### src/rtl/iir_out_framer.sv
// iir_out_framer: scales and saturates the IIR filter output, groups non-zero
// bursts into sof/eof-marked frames and buffers them in a first-word-fall-through
// FIFO that drains over a valid/ready interface.
// Build option: define IIR_FRAMER_ROUND_EN to round half up before the shift
// (default build truncates toward minus infinity).
module iir_out_framer #(
  parameter int unsigned IN_W       = 17,
  parameter int unsigned OUT_W      = 8,
  parameter int unsigned SHIFT      = 0,
  parameter int unsigned FIFO_DEPTH = 8,
  parameter int unsigned IDLE_GAP   = 3,
  parameter int unsigned MAX_LEN    = 255
) (
  input  logic             clk,
  input  logic             rst_n,
  input  logic [IN_W-1:0]  y_in,
  output logic [OUT_W-1:0] out_data,
  output logic             out_sof,
  output logic             out_eof,
  output logic             out_valid,
  input  logic             out_ready,
  output logic             ovf,
  output logic [7:0]       frame_cnt
);

  localparam int unsigned PTR_W = (FIFO_DEPTH > 1) ? $clog2(FIFO_DEPTH) : 1;
  localparam int unsigned CNT_W = PTR_W + 1;
  localparam int unsigned ZR_W  = (IDLE_GAP > 1) ? $clog2(IDLE_GAP + 1) : 1;
  localparam int unsigned LEN_W = 8;
  localparam int unsigned ENT_W = OUT_W + 2;
  localparam int unsigned EXT_W = IN_W + 1;

  localparam logic signed [EXT_W-1:0] SAT_MAX = EXT_W'((1 << (OUT_W - 1)) - 1);
  localparam logic signed [EXT_W-1:0] SAT_MIN = ~SAT_MAX;
`ifdef IIR_FRAMER_ROUND_EN
  localparam logic signed [EXT_W-1:0] RND = (SHIFT > 0) ? EXT_W'(1 << (SHIFT - 1)) : '0;
`endif

  typedef enum logic {S_IDLE, S_ACTIVE} state_t;

  // stage 1
  logic [OUT_W-1:0]          scaled_q, scaled_d;
  logic                      nz_q, nz_d;
  logic signed [EXT_W-1:0]   ext, shifted;

  // framing FSM
  state_t                    state_q, state_d;
  logic [LEN_W-1:0]          len_q, len_d;
  logic [ZR_W-1:0]           zrun_q, zrun_d;
  logic                      wr_req, wr_sof, wr_eof;

  // FIFO
  logic [ENT_W-1:0]          mem_q [FIFO_DEPTH];
  logic [PTR_W-1:0]          wr_ptr_q, wr_ptr_d, rd_ptr_q, rd_ptr_d;
  logic [CNT_W-1:0]          count_q, count_d;
  logic [ENT_W-1:0]          head_q, head_d, wr_entry;
  logic                      valid_q, valid_d;
  logic                      ovf_q, ovf_d;
  logic [7:0]                frame_cnt_q, frame_cnt_d;
  logic                      full, rd_en, wr_en;

  // Scale (optional rounding, arithmetic shift) and saturate; nz uses the raw sample
  always_comb begin
    ext = {y_in[IN_W-1], y_in};
`ifdef IIR_FRAMER_ROUND_EN
    ext = ext + RND;
`endif
    shifted = ext >>> SHIFT;
    if (shifted > SAT_MAX) begin
      scaled_d = OUT_W'(SAT_MAX);
    end else if (shifted < SAT_MIN) begin
      scaled_d = OUT_W'(SAT_MIN);
    end else begin
      scaled_d = OUT_W'(shifted);
    end
    nz_d = (y_in != '0);
  end

  // Frame FSM: open on non-zero, close on IDLE_GAP zeros or MAX_LEN samples
  always_comb begin
    state_d = state_q;
    len_d   = len_q;
    zrun_d  = zrun_q;
    wr_req  = 1'b0;
    wr_sof  = 1'b0;
    wr_eof  = 1'b0;
    case (state_q)
      S_IDLE: begin
        if (nz_q) begin
          wr_req = 1'b1;
          wr_sof = 1'b1;
          len_d  = LEN_W'(1);
          zrun_d = '0;
          if (MAX_LEN == 1) begin
            wr_eof = 1'b1;
          end else begin
            state_d = S_ACTIVE;
          end
        end
      end
      S_ACTIVE: begin
        wr_req = 1'b1;
        len_d  = len_q + LEN_W'(1);
        zrun_d = nz_q ? '0 : zrun_q + ZR_W'(1);
        if ((zrun_d == ZR_W'(IDLE_GAP)) || (len_d == LEN_W'(MAX_LEN))) begin
          wr_eof  = 1'b1;
          state_d = S_IDLE;
        end
      end
    endcase
  end

  // FIFO control; a write into a full FIFO survives only if a read frees a slot
  always_comb begin
    wr_entry    = {wr_sof, wr_eof, scaled_q};
    full        = (count_q == CNT_W'(FIFO_DEPTH));
    rd_en       = valid_q & out_ready;
    wr_en       = wr_req & (~full | rd_en);
    ovf_d       = ovf_q | (wr_req & full & ~rd_en);
    frame_cnt_d = frame_cnt_q + ((wr_en & wr_eof) ? 8'd1 : 8'd0);
    wr_ptr_d    = wr_en ? wr_ptr_q + PTR_W'(1) : wr_ptr_q;
    rd_ptr_d    = rd_en ? rd_ptr_q + PTR_W'(1) : rd_ptr_q;
    count_d     = count_q + CNT_W'(wr_en) - CNT_W'(rd_en);
    valid_d     = (count_d != '0);
    // Registered head: bypass the entry being written when it lands in the head slot
    if (wr_en && (wr_ptr_q == rd_ptr_d)) begin
      head_d = wr_entry;
    end else begin
      head_d = mem_q[rd_ptr_d];
    end
  end

  // State register for all stages
  always_ff @(posedge clk or negedge rst_n) begin
    if (!rst_n) begin
      scaled_q    <= '0;
      nz_q        <= 1'b0;
      state_q     <= S_IDLE;
      len_q       <= '0;
      zrun_q      <= '0;
      wr_ptr_q    <= '0;
      rd_ptr_q    <= '0;
      count_q     <= '0;
      head_q      <= '0;
      valid_q     <= 1'b0;
      ovf_q       <= 1'b0;
      frame_cnt_q <= '0;
      for (int i = 0; i < int'(FIFO_DEPTH); i++) begin
        mem_q[i] <= '0;
      end
    end else begin
      scaled_q    <= scaled_d;
      nz_q        <= nz_d;
      state_q     <= state_d;
      len_q       <= len_d;
      zrun_q      <= zrun_d;
      wr_ptr_q    <= wr_ptr_d;
      rd_ptr_q    <= rd_ptr_d;
      count_q     <= count_d;
      head_q      <= head_d;
      valid_q     <= valid_d;
      ovf_q       <= ovf_d;
      frame_cnt_q <= frame_cnt_d;
      if (wr_en) begin
        mem_q[wr_ptr_q] <= wr_entry;
      end
    end
  end

  assign out_data  = head_q[OUT_W-1:0];
  assign out_sof   = head_q[ENT_W-1];
  assign out_eof   = head_q[ENT_W-2];
  assign out_valid = valid_q;
  assign ovf       = ovf_q;
  assign frame_cnt = frame_cnt_q;

endmodule

### config.mk
export PLATFORM = sky130hd
export DESIGN_NAME = iir_out_framer
export DESIGN_NICKNAME = d
export VERILOG_FILES = /design/src/rtl/iir_out_framer.sv
export SDC_FILE = /design/constraint.sdc
export NUM_CORES = 1
export LEC_CHECK = 0
export ABC_AREA = 1
export BUFFER_PORTS_ARGS = -buffer_cell sky130_fd_sc_hd__buf_4
export CORE_UTILIZATION = 45
export DETAILED_ROUTE_END_ITERATION = 8
export GPL_ROUTABILITY_DRIVEN = 0
export PLACE_DENSITY = 0.67
export SLEW_MARGIN = 20
export SYNTH_ARGS = -nofsm -noshare
export SYNTH_HDL_FRONTEND = slang
export SYNTH_SLANG_ARGS = --single-unit
### constraint.sdc
create_clock -name clk -period 3 [get_ports clk]
set_clock_uncertainty 0.05 [all_clocks]
set_input_delay 0.6 -clock clk [delete_from_list [all_inputs] [get_ports clk]]
set_output_delay 0.6 -clock clk [all_outputs]
set_load 0.01 [all_outputs]
Word level (Yosys, flattened, before mapping)
Index checks and enable logic that the tools add are counted.
{"block": "classes", "add_sub_neg": 7, "mul": 0, "div_mod_pow": 0, "n_lt_le_gt_ge": 5, "eq_ne": 5, "shift": 0, "mux": 23, "bitwise_logic": 12, "reduce_logical": 5}
{"operator": "$bwmux W80", "count": 1}
{"operator": "$mux W10", "count": 4}
{"operator": "$bmux W10 S3", "count": 1}
{"operator": "$demux W10 S3", "count": 1}
{"operator": "$mux W8", "count": 3}
{"operator": "$gt A17 B8 Y1 const B", "count": 1}
{"operator": "$lt A17 B8 Y1 const B", "count": 1}
{"operator": "$reduce_bool A17 Y1", "count": 1}
{"operator": "$pmux W8 S2", "count": 1}
{"operator": "$add A8 B1 Y8", "count": 1}
{"operator": "$add A8 B1 Y8 const B", "count": 1}
{"operator": "$eq A8 B8 Y1 const B", "count": 1}
{"operator": "$ge A4 B4 Y1 const B", "count": 2}
{"operator": "$not A3 Y4", "count": 2}
{"operator": "$add A3 B1 Y3 const B", "count": 2}
{"operator": "$mux W1", "count": 6}
{"operator": "$and A1 B1 Y1", "count": 5}
{"operator": "$add A4 B1 Y4", "count": 1}
{"operator": "$eq A4 B4 Y1 const B", "count": 1}
{"operator": "$lt A4 B1 Y1 const B", "count": 1}
{"operator": "$mux W2", "count": 2}
{"operator": "$pmux W1 S2", "count": 2}
{"operator": "$pmux W2 S2", "count": 1}
{"operator": "$reduce_bool A4 Y1", "count": 1}
{"operator": "other kinds (10)", "count": 14}
{"block": "totals", "ff_bits": 130, "latch_bits": 0, "ram_bits": 0, "mem_bits_ro": 0, "in_bits": 20, "out_inout_bits": 20, "elab_cells": 77, "memories": 0}

Depth between registers and ports, before layout
{"block": "depth", "ltp_word": 9, "ltp_mapped": 13, "ltp_nobuf": 13}

Least setup slack after synthesis
Ideal clock, no wire load.
{"block": "synth_path", "path_type": "input-to-reg", "startpoint": "input port out_ready", "endpoint": "register valid_q (netlist: out_valid)", "setup_ns": 0.119, "t_arrival_ns": 2.063, "path_slack_ns": 0.769, "cell_stages": 11, "path_buffers": 0, "cell_sequence": "nand2_2 > nand3_1 > nand2_4 > ha_1 > inv_1 > ha_1 > inv_1 > fa_1 > xnor2_1 > nor2_1 > nand2_1"}
{"block": "synth_between", "elab_chain_len": 6}
{"item": "start, declared", "line": "21", "text": "input logic out_ready,"}
{"item": "$and A1 B1 Y1 *", "line": "117", "text": "rd_en = valid_q & out_ready;"}
{"item": "$or A1 B1 Y1", "line": "118", "text": "wr_en = wr_req & (~full | rd_en);"}
{"item": "$and A1 B1 Y1", "line": "118"}
{"item": "$add A4 B1 Y4", "line": "123", "text": "count_d = count_q + CNT_W'(wr_en) - CNT_W'(rd_en);"}
{"item": "$sub A4 B1 Y4 *", "line": "123"}
{"item": "via count_d[2]", "line": "55", "text": "logic [CNT_W-1:0] count_q, count_d;"}
{"item": "$reduce_bool A4 Y1 *", "line": "124", "text": "valid_d = (count_d != '0);"}
{"item": "via valid_d", "line": "57", "text": "logic valid_q, valid_d;"}
{"item": "end signal, assigned", "line": "161", "text": "valid_q <= valid_d;"}
{"item": "end, declared", "line": "57"}
Mark *: on every way through the listed nets, which the timed path passes. The rest lies on a longest branch.
A chain may end at the register's enable or synchronous reset.

Worst setup path in the final report
{"block": "layout_path", "startpoint": "register len_q[0]", "endpoint": "register frame_cnt_q[6] (netlist: frame_cnt[6])"}
{"block": "layout_between", "elab_chain_len": 8}
{"item": "start, declared", "line": "48", "text": "logic [LEN_W-1:0] len_q, len_d;"}
{"item": "start signal, assigned", "line": "155", "text": "len_q <= len_d;"}
{"item": "$add A8 B1 Y8", "line": "103", "text": "len_d = len_q + LEN_W'(1);"}
{"item": "$eq A8 B8 Y1", "line": "105", "text": "if ((zrun_d == ZR_W'(IDLE_GAP)) || (len_d == LEN_W'(MAX_LEN))) begin"}
{"item": "$logic_or A1 B1 Y1", "line": "105"}
{"item": "$mux W1", "line": "105"}
{"item": "$mux W1", "line": "87", "text": "case (state_q)"}
{"item": "$and A1 B1 Y1", "line": "120", "text": "frame_cnt_d = frame_cnt_q + ((wr_en & wr_eof) ? 8'd1 : 8'd0);"}
{"item": "$mux W1", "line": "120"}
{"item": "$add A8 B1 Y8", "line": "120"}
{"item": "via frame_cnt_d[6]", "line": "59", "text": "logic [7:0] frame_cnt_q, frame_cnt_d;"}
{"item": "end signal, assigned", "line": "163", "text": "frame_cnt_q <= frame_cnt_d;"}
{"item": "end, declared", "line": "59"}
The timed path passes the listed nets, and every way through them passes these cells.

==> run_results.csv <==
group,metric,value,unit
outcome,outcome,"finished clean",
worst_setup_path,critPathLaunchType,"flip-flop",
routing,first_pass_iters,5,
timing,fmax,404,MHz
global_route,grt_overflow,0,
synth,seq_area_frac_synth,0.522,
cells_and_area,ff_latch_area,0.00325,sq mm
timing,worst_pin_slew,0.712,ns
synth,synth_top_area_frac,0.522,
timing,rsz0062_at_grt,"false",
worst_setup_path,crit_path_top_delay_cell,"dfrtp_1",
routing,routedWlPerCell,14.3,um
worst_setup_path,cpPeakStageDelay,0.42,ns
worst_setup_path,r2r-end,"frame_cnt[6]",
worst_setup_path,worst-r2r-cell-count,13,
global_route,grt_pass1_vias,5034,
timing,maxSlewHeadroom,0.524,
cells_and_area,drive_above_1_share,0.127,
clocking,cts_setup_buffers,0,
power_and_ir_drop,vdd_drop_max,0.547,mV
synth,synth_top_cell_by_area,"dfrtp_1",
worst_setup_path,ff2ff_setup_slack,0.53,ns
floorplanning,die_h,120,um
timing,slew_viol_final,0,
synth,synth_seq_cells,130,
cells_and_area,fillCellCount,1246,
synth,synth_cell_type_count,30,
routing,vias,5001,
worst_setup_path,crit_family,"simple AND/OR/NAND/NOR gates",
synth,post_synth_inst_count,768,
worst_setup_path,crit_start,"len_q[0]",
floorplanning,num_io_pins,40,
timing,post-route-period-util,0.825,
timing,min_period,2.47,ns
worst_setup_path,path_cells,"ha_1, nand2_1, inv_1, nor2_1, nand3_1, nor2_1, nand4_1, a21oi_1, ha_1, ha_1, nand3_1, nor3_1, xor2_1",
clocking,cts_tree,"built",
worst_hold_path,hold_class,"in2async",
cells_and_area,multi_input_area,0.00239,sq mm
cells_and_area,n_antenna_cell,0,
global_route,grt_usage,0.222,
global_route,grt_pass1_wl,24400,um
synth,syn_nets,800,
floorplanning,die_w,120,um
routing,drt-total-wl,14200,um
clocking,cts_max_path_buffers,2,
cells_and_area,fin_util,0.543,
worst_setup_path,path_class,"reg2reg",
timing,finalSetupViolCount,0,
clocking,root_buffer,"clkbuf_16",
power_and_ir_drop,power.density,1060,mW/mm^2
routing,routed_via_density,5.04,
clocking,cts_resized,0,
clocking,h-tree-depth,4,
placement,port_buffers,39,
placement,dpl.hpwl,9420,um
global_route,grt_max_degree,51,
worst_setup_path,crit_buf_inv,1,
worst_setup_path,crit_fanout,5,
timing,hold_viol_final,0,
timing,setup_tns,0,ns
floorplanning,core_area,0.0133,sq mm
clocking,cts_made_buffers,17,
routing,drc_errors,0,
flow_run,cap_violations,0,
clocking,clk_pin_slew,0.05,ns
clocking,hold_buffers,0,
clocking,clk_latency,0.42,ns
floorplanning,start_util,0.467,
floorplanning,rows,42,
synth,syn_avg_cell_area,8.11,sq um
worst_setup_path,crit_cells,13,
floorplanning,die_area,0.0143,sq mm
routing,drt_iter0_drc,294,
cells_and_area,layout.nets,837,
worst_setup_path,endpoint_kind,"flip-flop",
clocking,clkSinkCount,130,
worst_setup_path,r2r_start,"len_q[0]",
power_and_ir_drop,p_leak,3.82,nW
synth,syn_area,0.00623,sq mm
worst_setup_path,crit_top_cell,"ha_1",
synth,synth_area_leaders,"dfrtp_1, nand2_1, nand3_1, inv_1, o21ai_1",
cells_and_area,syn_to_final_growth,16.4,%
worst_setup_path,critical_path.endpoint,"frame_cnt[6]",
synth,ys_warn_count,0,
worst_setup_path,required,3.29,ns
global_route,grt_antenna_before_repair,0,
worst_setup_path,arrival,2.77,ns
routing,antenna_left,0,
## sequential cells by signal, indices dropped and copies added (netlist names)
signal	cells
rd_ptr_q	3
nz_q	1
count_q	4
head_q	10
len_q	8
mem_q	80
scaled_q	8
out_valid	1
wr_ptr_q	3
frame_cnt	8
ovf	1
zrun_q	2
state_q	1
## worst min path at each step
stage | start | to | slack (ns) | depth (start not counted)
2_1_floorplan | rst_n | count_q[0] | 0.25 | 0
3_3_place_gp | mem_q[28] | mem_q[28] | 0.41 | 2
3_5_place_dp | frame_cnt[7] | frame_cnt[7] | 0.42 | 1
4_1_cts | rst_n | mem_q[65] | 0.14 | 1
5_1_grt | rst_n | mem_q[65] | 0.17 | 1
6_report | rst_n | mem_q[65] | 0.13 | 1
## Yosys cell counts
cell type	count
a22o_1	1
nand3_1	70
xor2_1	8
nand2_1	272
a21oi_1	4
inv_2	9
inv_4	1
inv_1	91
or3_1	1
nor3_1	1
nand2_2	2
o21ai_1	64
nor2_4	1
o21ai_0	27
o21bai_1	2
ha_1	11
o31ai_1	1
o21ai_2	1
fa_1	1
nor2_1	17
clkbuf_1	6
nand2_4	1
buf_2	16
xnor2_1	2
buf_6	4
dfrtp_1	130
nand4_2	7
buf_4	8
nand4_1	5
nor4_1	4
## kinds of logic (layout without fill, tap and decap cells)
| group | Yosys count | in the layout | synth area share |
|---|---|---|---|
| compound gates | 100 | 100 | 0.0828 |
| xor+xnor | 10 | 10 | 0.0141 |
| fa+ha+maj | 12 | 12 | 0.0253 |
| buf+inv | 135 | 184 | 0.0946 |
| flops | 130 | 130 | 0.522 |
| simple gates | 381 | 381 | 0.261 |
## routing by layer
metal	global-route usage	vias to the layer above	routed length [um]
met3	0.0490	32	583
met4	0.112	0	414
li1	-	2494	-
met2	0.353	122	6850
met5	0	-	0
met1	0.285	2353	6300
## power by group
part           internal, mW  switching, mW  leakage (nW)
sequential             2.38          0.339          1.58
combinational          1.01           1.83          1.94
clock                  1.36          0.733         0.291
total                  4.75           2.90          3.82
## cell usage in the layout (no fill, tap or decap), drive strengths merged, types with 2 or more instances in the layout
| master | count |
|---|---|
| nand3 | 70 |
| bufinv | 3 |
| nor2 | 18 |
| clkinv | 4 |
| o21ai | 92 |
| nor4 | 4 |
| inv | 101 |
| ha | 11 |
| o21bai | 2 |
| nand2 | 275 |
| xor2 | 8 |
| xnor2 | 2 |
| a21oi | 4 |
| dfrtp | 130 |
| buf | 52 |
| nand4 | 12 |
| clkinvlp | 3 |
| clkbuf | 21 |
## layout make-up
class                      count  area share
sequential                   130       0.449
multi-input combinational    503       0.329
clock buffer                  21      0.0649
timing repair buffer          52      0.0556
inverter                     101      0.0527
tap                          176      0.0304
clock inverter                10      0.0183
## metrics by stage
stage	hold WS (ns)	total power, mW	cell area [sq um]	cells	setup WS (ns)
detailed placement	0.418	5.58	6640	962	0.482
global placement	0.412	5.50	6640	962	0.556
CTS	0.145	7.70	7250	993	0.512
global route	0.167	8.23	7250	993	0.275
finish	0.128	7.65	7250	993	0.526
floorplan	0.254	4.75	6230	768	0.769
Power figures use the tool's default switching activity.
